<file path="src/rtl/load_unit.sv">
// Multi-cycle RV32I load unit: word-aligned reads with a ready handshake, split
// accesses across word boundaries, byte/half extraction with sign or zero extension.
module load_unit #(
    parameter int ADDR_W = 32
) (
    input  logic              clk,
    input  logic              rst_n,
    input  logic              req_i,
    input  logic [ADDR_W-1:0] addr_i,
    input  logic [2:0]        funct3_i,
    output logic              busy_o,
    output logic              done_o,
    output logic              err_o,
    output logic [31:0]       data_o,
    output logic              mem_rd_o,
    output logic [ADDR_W-1:0] mem_addr_o,
    input  logic              mem_ready_i,
    input  logic [31:0]       mem_data_i
);

    localparam logic [2:0] S_IDLE = 3'd0;
    localparam logic [2:0] S_RD0  = 3'd1;
    localparam logic [2:0] S_RD1  = 3'd2;
    localparam logic [2:0] S_FIN  = 3'd3;
    localparam logic [2:0] S_ERR  = 3'd4;

    localparam logic [2:0] F3_LB  = 3'b000;
    localparam logic [2:0] F3_LH  = 3'b001;
    localparam logic [2:0] F3_LBU = 3'b100;
    localparam logic [2:0] F3_LHU = 3'b101;

    logic [2:0]        state;
    logic [ADDR_W-1:0] addr_q;
    logic [2:0]        f3_q;
    logic [31:0]       lo_q;
    logic [ADDR_W-1:0] word_addr;
    logic [1:0]        off;

    function automatic logic is_illegal(input logic [2:0] f3);
        return (f3 == 3'b011) || (f3 == 3'b110) || (f3 == 3'b111);
    endfunction

    // Only legal types reach this point, so f3[1:0]==2'b10 means LW.
    function automatic logic is_split(input logic [2:0] f3, input logic [1:0] o);
        return ((f3[1:0] == 2'b01) && (o == 2'b11)) ||
               ((f3[1:0] == 2'b10) && (o != 2'b00));
    endfunction

    function automatic logic [31:0] extract(input logic [63:0] dw,
                                            input logic [1:0]  o,
                                            input logic [2:0]  f3);
        logic [31:0]        sh;
        logic signed [7:0]  b;
        logic signed [15:0] h;
        sh = 32'(dw >> {o, 3'b000});
        b  = sh[7:0];
        h  = sh[15:0];
        case (f3)
            F3_LB:   extract = 32'(b);
            F3_LH:   extract = 32'(h);
            F3_LBU:  extract = {24'd0, sh[7:0]};
            F3_LHU:  extract = {16'd0, sh[15:0]};
            default: extract = sh;
        endcase
    endfunction

    assign off       = addr_q[1:0];
    assign word_addr = {addr_q[ADDR_W-1:2], 2'b00};

    always_ff @(posedge clk or negedge rst_n) begin
        if (!rst_n) begin
            state  <= S_IDLE;
            addr_q <= '0;
            f3_q   <= '0;
            lo_q   <= '0;
            data_o <= '0;
        end else begin
            case (state)
                S_IDLE: begin
                    if (req_i) begin
                        addr_q <= addr_i;
                        f3_q   <= funct3_i;
                        if (is_illegal(funct3_i)) begin
                            data_o <= '0;
                            state  <= S_ERR;
                        end else begin
                            state  <= S_RD0;
                        end
                    end
                end
                S_RD0: begin
                    if (mem_ready_i) begin
                        lo_q <= mem_data_i;
                        if (is_split(f3_q, off)) begin
                            state <= S_RD1;
                        end else begin
                            data_o <= extract({32'd0, mem_data_i}, off, f3_q);
                            state  <= S_FIN;
                        end
                    end
                end
                // Second word arrives directly from memory; first word comes from lo_q.
                S_RD1: begin
                    if (mem_ready_i) begin
                        data_o <= extract({mem_data_i, lo_q}, off, f3_q);
                        state  <= S_FIN;
                    end
                end
                S_FIN:   state <= S_IDLE;
                S_ERR:   state <= S_IDLE;
                default: state <= S_IDLE;
            endcase
        end
    end

    assign busy_o     = (state != S_IDLE);
    assign done_o     = (state == S_FIN) || (state == S_ERR);
    assign err_o      = (state == S_ERR);
    assign mem_rd_o   = (state == S_RD0) || (state == S_RD1);
    assign mem_addr_o = (state == S_RD0) ? word_addr :
                        (state == S_RD1) ? word_addr + ADDR_W'(4) : '0;

endmodule
</file>
<file path="config.mk">
export PLATFORM = sky130hd
export DESIGN_NAME = load_unit
export DESIGN_NICKNAME = d
export VERILOG_FILES = /design/src/rtl/load_unit.sv
export SDC_FILE = /design/constraint.sdc
export NUM_CORES = 1
export LEC_CHECK = 0
export BUFFER_PORTS_ARGS = -buffer_cell sky130_fd_sc_hd__buf_4
export CORE_MARGIN = 2
export CORE_UTILIZATION = 45
export CTS_CLUSTER_DIAMETER = 120
export CTS_CLUSTER_SIZE = 12
export DETAILED_ROUTE_END_ITERATION = 6
export PLACE_DENSITY = 0.78
export SLEW_MARGIN = 20
export SYNTH_ARGS = -nofsm -noshare
export SYNTH_HDL_FRONTEND = slang
export SYNTH_SLANG_ARGS = --single-unit
</file>
<file path="constraint.sdc">
create_clock -name clk -period 2.6 [get_ports clk]
set_input_delay 0.26 -clock clk [delete_from_list [all_inputs] [get_ports clk]]
set_output_delay 0.26 -clock clk [all_outputs]
set_load 0.02 [all_outputs]
</file>
==> results of run 1 <==
==> cell families after synthesis <==
group                      count (synthesis)  synth area share, %
DFF                                      102                39.62
other                                      1              0.05821
adders and majority gates                  1               0.1942
buffers and inverters                     62                4.195
and+or+nand+nor                          182                14.14
muxes                                    123                22.00
AOI/OAI and AO/OA                        190                19.79
==> through the flow <==
step | setup TNS [ps] | setup WS, ps
after floorplan | 0 | 176.6
after global placement | 0 | 185.4
after detailed placement | 0 | 78.36
after CTS | 0 | 12.33
after global routing | -99.74 | -26.11
final | 0 | 61.39
==> registers in the layout, indices dropped and copies added, names as in the netlist <==
name    flops
data_o     32
addr_q     32
f3_q        3
state       3
lo_q       32
==> placed cells by master, fill, tap and decap left out, drive strengths merged, types with 7 or more instances in the layout <==
cell	instances
buf	167
dfrtp	102
mux2	79
o21ai	55
nand2	49
nor2	40
mux2i	37
a31oi	34
a21oi	28
nand3	25
a32oi	13
o22ai	12
nor2b	12
nand4	10
nand2b	10
a22oi	10
clkbuf	10
inv	8
mux4	7
o31ai	7
==> repair_timing <==
item / in CTS / in global routing
hold endpoints to repair: 31 / 0
endpoints found under the setup margin: 9 / 29
resized for setup: 5 / 16
buffers inserted: 0 / 4
hold buffers: 1 / 0
==> power groups by stage <==
stage | registers [mW] | clock network, mW | logic, mW
CTS | 3.29 | 1.48 | 6.54
global placement | 3.28 | 0 | 6.37
global route | 3.45 | 1.54 | 7.21
finish | 3.31 | 1.46 | 6.66
floorplan | 3.26 | 0 | 4.35
detailed placement | 3.32 | 0 | 6.49
==> cells in the mapped netlist (3+ instances only) <==
cell type	instances	share of area (%)
a211oi_1	3	0.35
buf_2	18	1.4
nor3_1	5	0.39
mux2i_1	37	5.7
buf_1	3	0.17
nor2b_1	12	1.2
a211o_1	6	0.82
mux2_1	4	0.70
mux2_2	75	13
nand2b_1	10	0.97
a32oi_1	13	1.8
nand3_1	25	1.9
a22oi_1	9	1.0
inv_1	4	0.23
o22ai_1	12	1.2
nor4_1	3	0.29
nand4_1	10	0.97
dfrtp_1	102	40
a21oi_1	28	2.2
mux4_2	7	2.4
and4_1	3	0.41
a31oi_1	24	2.3
o21ai_0	54	4.2
nor3b_1	3	0.35
o21bai_1	3	0.35
a31oi_2	10	1.9
or3_1	3	0.29
nor2_1	40	2.3
o211ai_1	5	0.58
o31ai_1	7	0.82
nand2_1	49	2.9
and3_1	5	0.49
clkbuf_1	34	2.0
==> path summary, 6_finish.rpt <==
kind / cells past startpoint / slack, ps / endpoint / startpoint
min: 2 / 130 / addr_q[17] / addr_i[17]
min reg2reg: 1 / 490 / lo_q[5] / lo_q[5]
max in group asynchronous: 3 / 1470 / addr_q[12] / rst_n
max: 8 / 60 / mem_addr_o[20] / addr_q[3]
max reg2reg: 5 / 340 / data_o[18] / state[2]
min in group asynchronous: 2 / 380 / data_o[7] / rst_n
==> final cells by class <==
type / instances / share of cell area (%)
clock buffers: 10 / 2.939
inverters: 4 / 0.1847
clock inverters: 6 / 0.9388
well taps: 180 / 2.770
repair buffers: 168 / 16.16
multi-input cells: 498 / 45.51
flip-flops and latches: 102 / 31.50
==> layer usage <==
layer	up-vias	routed length [um]	track usage [%]
met5	-	0	0
met1	2800	7515	32.31
met2	287	8233	36.26
met3	34	1534	5.037
met4	0	417	9.375
li1	2733	-	-
==> worst reg2reg max path, delay by kind of cell, from the launching register on <==
kind / cells / cell delay [ps]
and+or+nand+nor: 2 / 720
DFF: 1 / 490
AOI/OAI and AO/OA: 3 / 960
==> summary.md, run 1 <==
| Metric | Value |
|---|---|
| Placeable Area | `13930 um2` |
| Crit path max fanout | `10` |
| # IOs | `139` |
| TritonCTS Buffers | `9` |
| Worst slew pin tran | `1014 ps` |
| Initial drt markers | `435` |
| Worst path max stage delay | `390 ps` |
| Die width | `123.7 um` |
| Initial Utilization | `46.23%` |
| FMAX | `393.9 MHz` |
| Gr ovfl total | `0` |
| PortBufs | `136` |
| Critical Path Most Common Cell | `buf_4` |
| Final core occ | `58.35%` |
| Slowest library cell on the worst path | `dfrtp_1` |
| Placed inst area | `7717 um2` |
| Largest net degree at the start of global routing | `72` |
| Slew Viols, Final | `0` |
| Total track usage | `23.50%` |
| First-pass GRT wire length | `27970 um` |
| Reg power frac | `29.0%` |
| Comb pwr share | `58.2%` |
| Outcome | `complete, no violations` |
| Via Count | `5854` |
| Placed cell count | `947` |
| CTS Sinks | `102` |
| Final hold vios | `0` |
| Hold Path Class | `in -> reg` |
| Syn avg cell area | `9.746 um2` |
| Clk slew on worst S/H paths | `70 ps` |
| Max clock buf depth | `2` |
| Worst path arrival time | `2280 ps` |
| Switching Share | `44.70%` |
| CTS tree | `built` |
| Worst skew pair latency | `360 ps` |
| Fin Hold WS | `128.8 ps` |
| Number of H-tree levels | `3` |
| Leakage | `3.405 nW` |
| Critical path's top delay family | `simple AND/OR/NAND/NOR gates` |
| Register area share after synthesis | `39.62%` |
| Area grow syn2layout | `26.20%` |
| Yosys reg bits | `102` |
| WL/cell | `18.29 um` |
| Routability-driven placement congestion ratio | `0.9172` |
| Synth warn | `0` |
| DR pass1 iterations | `5` |
| Internal cell power | `6.325 mW` |
| Post-synth EDFFs | `0` |
| Peak supply drop | `792.8 uV` |
| Tot Pwr | `11.44 mW` |
| Final setup viols | `0` |
| Final wirelength | `17700 um` |
| Post-Layout Cell Count | `968` |
| Die Y | `123.7 um` |
| Area occupied by multi-input gates | `3700 um2` |
| Crit Path Category | `reg -> out` |
| Worst path required time | `2340 ps` |
| Max Cap Viol | `0` |
| Post-Syn Area | `6442 um2` |
| Clock Skew | `8.271 ps` |
| Cells after synthesis | `661` |
| Crit path capture type | `output pin` |
| HPWL after DPL | `12440 um` |
| Yosys cell types | `61` |
| N_diodes | `0` |
| Final Instance Area | `8130 um2` |
| Drt drc | `0` |
| Routed Antenna Nets | `0` |
| Cell Pwr Density | `1407 nW/um2` |
| Antenna violations before repair | `0` |
| Clk pwr share | `12.8%` |
| Reg area | `2561 um2` |
| Root buffer cell | `clkbuf_16` |
| NetSw | `5.112 mW` |
| Startpoint types | `flip-flop` |
| NumNets Final | `855` |
| RSZ-0062 raised after global routing | `true` |
| Vias in the first global route | `5433` |
| Crit-path cells | `ha_2 > and4_4 > and3_4 > buf_4 > nand2_1 > nor3_1 > a2bb2oi_2 > buf_4` |
| Row Count | `43` |
| Bufs and invs on worst path | `2` |
| Post-synth ARST share | `100.0%` |
| Die ar. | `15290 um2` |
| Slew margin rel. | `31.86%` |
| Ys flop type | `dfrtp_1` |
| Proportion of layout cells with a drive suffix above 1 | `38.20%` |
| Final min period | `2539 ps` |
| Period utilization | `97.64%` |
| Fill cells | `1187` |
| Vias per cell | `6.048` |
Note: power is estimated with default switching activity, not from simulation.
==> run 2, diff against run 1 <==
--- a/config.mk
+++ b/config.mk
@@ -13,4 +13,5 @@
 export DETAILED_ROUTE_END_ITERATION = 6
 export PLACE_DENSITY = 0.78
+export SKIP_LAST_GASP = 1
 export SLEW_MARGIN = 20
 export SYNTH_ARGS = -nofsm -noshare
==> constraint.sdc (replaced) <==
create_clock -name clk -period 2.6 [get_ports clk]
set_input_delay 0.39 -clock clk [delete_from_list [all_inputs] [get_ports clk]]
set_output_delay 0.39 -clock clk [all_outputs]
set_load 0.02 [all_outputs]
==> run 2 against run 1 <==
Hold slack improved by 140 ps. Clock power down 5%. First-iteration DRC count up 11%. Combinational power increased by 0.9%. Register-to-register slack lost 90 ps. Maximum frequency is 1.7% lower. Critical path depth is 1 lower. Cell count is 0.72% higher. Sequential share of layout area down 0.39 points. Via count fell by 0.43%. Wire length fell by 1.7%. Critical endpoint is now mem_addr_o[28]. Largest cell class unchanged. Largest power group unchanged.
==> summary.md, run 2 (same netlist as run 1, synthesis figures left out) <==
| Metric | Value |
|---|---|
| Crit Path Category | `reg -> out (unchanged)` |
| Commonest non-fill, non-tap cell in the layout | `buf_4 (unchanged)` |
| Initial drt markers | `481 (was 435)` |
| Slew margin rel. | `27.67% (was 31.86%)` |
| Largest net degree at the start of global routing | `47 (was 72)` |
| Area occupied by multi-input gates | `3749 um2 (was 3700 um2)` |
| Max Cap Viol | `0 (unchanged)` |
| Reg area | `2560 um2 (was 2561 um2)` |
| Via Count | `5829 (was 5854)` |
| Total track usage | `23.24% (was 23.50%)` |
| First-pass GRT wire length | `27700 um (was 27970 um)` |
| Antenna violations before repair | `0 (unchanged)` |
| CTS tree | `built (unchanged)` |
| CTS Sinks | `102 (unchanged)` |
| Final min period | `2583 ps (was 2539 ps)` |
| Area grow syn2layout | `27.73% (was 26.20%)` |
| Worst path required time | `2210 ps (was 2340 ps)` |
| Outcome | `complete, no violations (unchanged)` |
| Crit path max fanout | `5 (was 10)` |
| Met2 Use GR | `36.88% (was 36.26%)` |
| Clk slew on worst S/H paths | `70 ps (about the same)` |
| Die ar. | `15290 um2 (unchanged)` |
| Met1 GRT Util | `31.91% (was 32.31%)` |
| Slew Viols, Final | `0 (unchanged)` |
| Peak supply drop | `841.1 uV (was 792.8 uV)` |
| Placed cell count | `949 (was 947)` |
| Tot Pwr | `11.44 mW (about the same)` |
| HPWL after DPL | `12380 um (was 12440 um)` |
| Worst skew pair latency | `350 ps (was 360 ps)` |
| Biggest regs | `addr_q (32), data_o (32), lo_q (32) (unchanged)` |
| Worst slew pin tran | `1077 ps (was 1014 ps)` |
| Row Count | `43 (unchanged)` |
| M3 GR Usage | `3.571% (was 5.037%)` |
| RSZ-0062 raised after global routing | `true (unchanged)` |
| Clock Skew | `8.025 ps (was 8.271 ps)` |
| Leakage | `3.445 nW (was 3.405 nW)` |
| Vias per cell | `5.978 (was 6.048)` |
| Drt drc | `0 (unchanged)` |
| Die Y | `123.7 um (unchanged)` |
| Post-Layout Cell Count | `975 (was 968)` |
| Routed Antenna Nets | `0 (unchanged)` |
| Vias in the first global route | `5566 (was 5433)` |
| Busiest grt layer | `met2 (unchanged)` |
| Gr ovfl total | `0 (unchanged)` |
| Period utilization | `99.33% (was 97.64%)` |
| # IOs | `139 (unchanged)` |
| N_diodes | `0 (unchanged)` |
| WL/cell | `17.85 um (was 18.29 um)` |
| Root buffer cell | `clkbuf_16 (unchanged)` |
| Final wirelength | `17400 um (was 17700 um)` |
| Number of H-tree levels | `3 (unchanged)` |
| PortBufs | `136 (unchanged)` |
| Crit path capture type | `output pin (unchanged)` |
| TritonCTS Buffers | `9 (unchanged)` |
| Fill cells | `1210 (was 1187)` |
| Hold Path Class | `in -> reg (unchanged)` |
| Die width | `123.7 um (unchanged)` |
| Proportion of layout cells with a drive suffix above 1 | `39.87% (was 38.20%)` |
| DR pass1 iterations | `7 (was 5)` |
| Routability-driven placement congestion ratio | `0.8791 (was 0.9172)` |
| Final setup viols | `0 (unchanged)` |
| Setup TNS | `0 ps (unchanged)` |
| Final hold vios | `0 (unchanged)` |
| Worst path arrival time | `2190 ps (was 2280 ps)` |
| Max clock buf depth | `2 (unchanged)` |
| Placeable Area | `13930 um2 (unchanged)` |
| Initial Utilization | `46.23% (unchanged)` |
| Cell Pwr Density | `1390 nW/um2 (was 1407 nW/um2)` |
| FMAX | `387.2 MHz (was 393.9 MHz)` |
| Worst setup margin | `17.48 ps (was 61.39 ps)` |
| Startpoint types | `flip-flop (unchanged)` |
| Pre-CTS setup slack | `223.3 ps (was 78.36 ps)` |
| Most frequent cells in the layout | `166 x buf_4, 96 x dfrtp_1, 75 x mux2_2 (was 163 x buf_4, 95 x dfrtp_1, 75 x mux2_2)` |
| NumNets Final | `862 (was 855)` |
-- run 2: cell count changes in the layout (fill, tap and decap cells not counted), sizes merged --
cell,before,now
buf,167,174
clkinv,1,3
inv,8,6
-- run 2: per-layer routing --
layer | share of wire, % | wire, um
met1 | 43 | 7555
met2 | 47 | 8117
met3 | 7.6 | 1327
met4 | 2.3 | 401
met5 | 0 | 0
-- run 2: final cells by class --
cell class                 instances  share of cell area (%)
clock buffer                      10                   2.782
tap                              180                   2.737
sequential                       102                   31.11
clock inverter                     6                  0.8515
timing repair buffer             175                   16.79
multi-input combinational        498                   45.55
inverter                           4                  0.1825
-- run 2: repair_timing --
| action | in CTS | in global routing |
|---|---|---|
| endpoints found under the setup margin | 13 | 14 |
| resized for setup | 9 | 27 |
| hold buffers | 1 | 0 |
| pin swaps | 0 | 6 |
| setup buffers | 3 | 6 |
| endpoints found under the hold margin | 29 | 0 |
-- run 2: worst paths after layout --
check	slack (ps)	to	start	cells past startpoint
min reg2reg	490	lo_q[5]	lo_q[5]	1
max	20	mem_addr_o[28]	addr_q[3]	7
max in group asynchronous	1330	lo_q[4]	rst_n	3
max reg2reg	250	data_o[31]	state[2]	6
min	270	addr_q[16]	addr_i[16]	2
min in group asynchronous	510	data_o[7]	rst_n	2
-- run 2: worst max-delay path: stages (launching register included) --
cell and delay, ps:
dfrtp_1 370, ha_2 220, and4_4 260, and3_4 230, and4_4 260, a41oi_2 110, or2_1 250, buf_6 140
-- run 2: metrics by stage --
step	utilization (%)	instance area [um2]	hold WS [ps]
2_1_floorplan	-	6446	94.41
3_3_place_gp	55.49	7732	355.0
3_5_place_dp	55.49	7732	360.2
4_1_cts	58.02	8085	256.2
5_1_grt	59.06	8229	261.5
6_report	59.06	8229	268.3
-- run 2: where the power goes --
group / total (mW) / switching [mW] / internal [mW]
logic: 6.72 / 3.54 / 3.18
clock network: 1.38 / 0.626 / 0.756
registers: 3.33 / 0.905 / 2.43
==> run 3, diff against run 2 <==
Settings changed: CORE_UTILIZATION 45 to 55, PLACE_DENSITY 0.78 to 0.91.
==> run 3 against run 2 <==
Sequential share of layout area is 0.38 points higher. Maximum frequency grew 0.59%. Flip-flop and latch count stayed put. Non-clock buffer count decreased by 1. Clock power grew 6%. Core utilization rose by 12 points.
==> summary.md, run 3 (same netlist as run 1, synthesis figures left out) <==
| Metric | Value |
|---|---|
| First-pass GRT wire length | `28560 um (was 27700 um)` |
| Final setup viols | `0 (unchanged)` |
| Clock Skew | `7.286 ps (was 8.025 ps)` |
| Worst path required time | `2210 ps (about the same)` |
| Vias per cell | `6.474 (was 5.978)` |
| Placed inst area | `7636 um2 (was 7732 um2)` |
| # IOs | `139 (unchanged)` |
| Peak supply drop | `950.6 uV (was 841.1 uV)` |
| Gr ovfl total | `0 (unchanged)` |
| Startpoint types | `flip-flop (unchanged)` |
| Commonest non-fill, non-tap cell in the layout | `buf_4 (unchanged)` |
| Switching Share | `44.37% (was 44.34%)` |
| Crit path max fanout | `5 (unchanged)` |
| Die Y | `112.2 um (was 123.7 um)` |
| Die ar. | `12600 um2 (was 15290 um2)` |
| Internal cell power | `6.454 mW (was 6.367 mW)` |
| Slew margin rel. | `23.34% (was 27.67%)` |
| Routability-driven placement congestion ratio | `0.9212 (was 0.8791)` |
| Fill cells | `782 (was 1210)` |
| Number of H-tree levels | `3 (unchanged)` |
| Crit Path Category | `reg -> out (unchanged)` |
| Placed cell count | `907 (was 949)` |
| CTS tree | `built (unchanged)` |
| Routed Antenna Nets | `0 (unchanged)` |
| Biggest regs | `addr_q (32), data_o (32), lo_q (32) (unchanged)` |
| Placeable Area | `11420 um2 (was 13930 um2)` |
| Clk pwr share | `12.6% (was 12.1%)` |
| Clk slew on worst S/H paths | `70 ps (about the same)` |
| Final min period | `2567 ps (was 2583 ps)` |
| HPWL after DPL | `12300 um (was 12380 um)` |
| Root buffer cell | `clkbuf_16 (unchanged)` |
| Row Count | `39 (was 43)` |
| Initial drt markers | `495 (was 481)` |
| Slew Viols, Final | `0 (unchanged)` |
| Antenna violations before repair | `0 (unchanged)` |
| Final core occ | `71.31% (was 59.06%)` |
| Fin Hold WS | `18.83 ps (was 268.3 ps)` |
| Proportion of layout cells with a drive suffix above 1 | `38.92% (was 39.87%)` |
| N_diodes | `0 (unchanged)` |
| Area grow syn2layout | `26.39% (was 27.73%)` |
| Final wirelength | `18330 um (was 17400 um)` |
| Setup TNS | `0 ps (unchanged)` |
| NumNets Final | `861 (was 862)` |
| Initial Utilization | `56.42% (was 46.23%)` |
| Period utilization | `98.75% (was 99.33%)` |
| Total track usage | `28.20% (was 23.24%)` |
| Worst path arrival time | `2180 ps (was 2190 ps)` |
| Most frequent cells in the layout | `169 x buf_4, 93 x dfrtp_1, 75 x mux2_2 (was 166 x buf_4, 96 x dfrtp_1, 75 x mux2_2)` |
| PortBufs | `136 (unchanged)` |
| Drt drc | `0 (unchanged)` |
| Outcome | `complete, no violations (unchanged)` |
| Vias in the first global route | `5759 (was 5566)` |
| TritonCTS Buffers | `9 (unchanged)` |
| Reg area | `2564 um2 (was 2560 um2)` |
| Pre-CTS setup slack | `195.5 ps (was 223.3 ps)` |
| FMAX | `389.5 MHz (was 387.2 MHz)` |
| Max clock buf depth | `2 (unchanged)` |
| RSZ-0062 raised after global routing | `true (unchanged)` |
| CTS Sinks | `102 (unchanged)` |
| Final hold vios | `0 (unchanged)` |
| Max Cap Viol | `0 (unchanged)` |
| Comb pwr share | `58.7% (was 58.8%)` |
| Cell Pwr Density | `1425 nW/um2 (was 1390 nW/um2)` |
| Worst skew pair latency | `360 ps (was 350 ps)` |
| Final Instance Area | `8143 um2 (was 8229 um2)` |
| Area occupied by multi-input gates | `3712 um2 (was 3749 um2)` |
| Via Count | `6066 (was 5829)` |
| Tot Pwr | `11.60 mW (was 11.44 mW)` |
| WL/cell | `19.56 um (was 17.85 um)` |
| Hold Path Class | `in -> async (was in -> reg)` |
| Worst slew pin tran | `1141 ps (was 1077 ps)` |
| Post-Layout Cell Count | `937 (was 975)` |
| NetSw | `5.146 mW (was 5.071 mW)` |
| Largest net degree at the start of global routing | `64 (was 47)` |
| DR pass1 iterations | `6 (was 7)` |
| Leakage | `3.431 nW (was 3.445 nW)` |
| Reg power frac | `28.7% (was 29.2%)` |
| Worst setup margin | `32.59 ps (was 17.48 ps)` |
| Die width | `112.2 um (was 123.7 um)` |
| Crit path capture type | `output pin (unchanged)` |
run 3: cell count changes in the layout (fill, tap and decap cells not counted), sizes merged:
cell	change
clkbuf	+3
clkinv	-3
inv	-2
bufinv	+1
clkinvlp	+1
dlygate4sd3	-1
run 3: final timing paths:
| kind | start | endpoint | slack, ps | depth (start not counted) |
|---|---|---|---|---|
| min in group clk | addr_i[1] | addr_q[1] | 260 | 2 |
| max in group asynchronous | rst_n | addr_q[2] | 1840 | 2 |
| hold / removal | rst_n | lo_q[31] | 20 | 1 |
| setup reg to reg | f3_q[1] | data_o[30] | 90 | 5 |
| setup / recovery | addr_q[3] | mem_addr_o[28] | 30 | 7 |
| hold reg to reg | lo_q[5] | lo_q[5] | 490 | 1 |
run 3: critical path: stages, from the launching register on:
cell and delay [ps]:
dfrtp_2 420, ha_4 170, and4_4 260, and3_4 220, and4_4 240, a41oi_1 120, or2_1 240, buf_4 160
run 3: timing repair:
item                       4_1_cts  5_1_grt
setup endpoints to repair       18       14
gates resized for setup         13       18
hold buffers                     0        0
pin swaps                        0        4
gates cloned                     0        0
setup buffers                    5        9
run 3: layout make-up:
type	instances	share of cell area (%)
multi-input cells	498	45.59
inverters	4	0.1844
well taps	143	2.197
clock buffers	13	3.073
repair buffers	174	16.64
clock inverters	3	0.8297
flip-flops and latches	102	31.48
run 3: routing by layer:
| metal | global-route usage [%] | vias to the layer above | wire, um |
|---|---|---|---|
| met5 | 0 | - | 0 |
| met4 | 11.22 | 0 | 474 |
| met3 | 7.019 | 40 | 1645 |
| met2 | 45.82 | 381 | 8908 |
| met1 | 36.52 | 2908 | 7301 |
| li1 | - | 2737 | - |
run 3: power by group through the flow:
stage	Clock (mW)	Combinational, mW	Sequential (mW)
5_1_grt	1.55	7.25	3.45
6_report	1.46	6.81	3.33
3_3_place_gp	0	6.20	3.25
3_5_place_dp	0	6.40	3.33
4_1_cts	1.47	6.60	3.30
2_1_floorplan	0	4.35	3.26
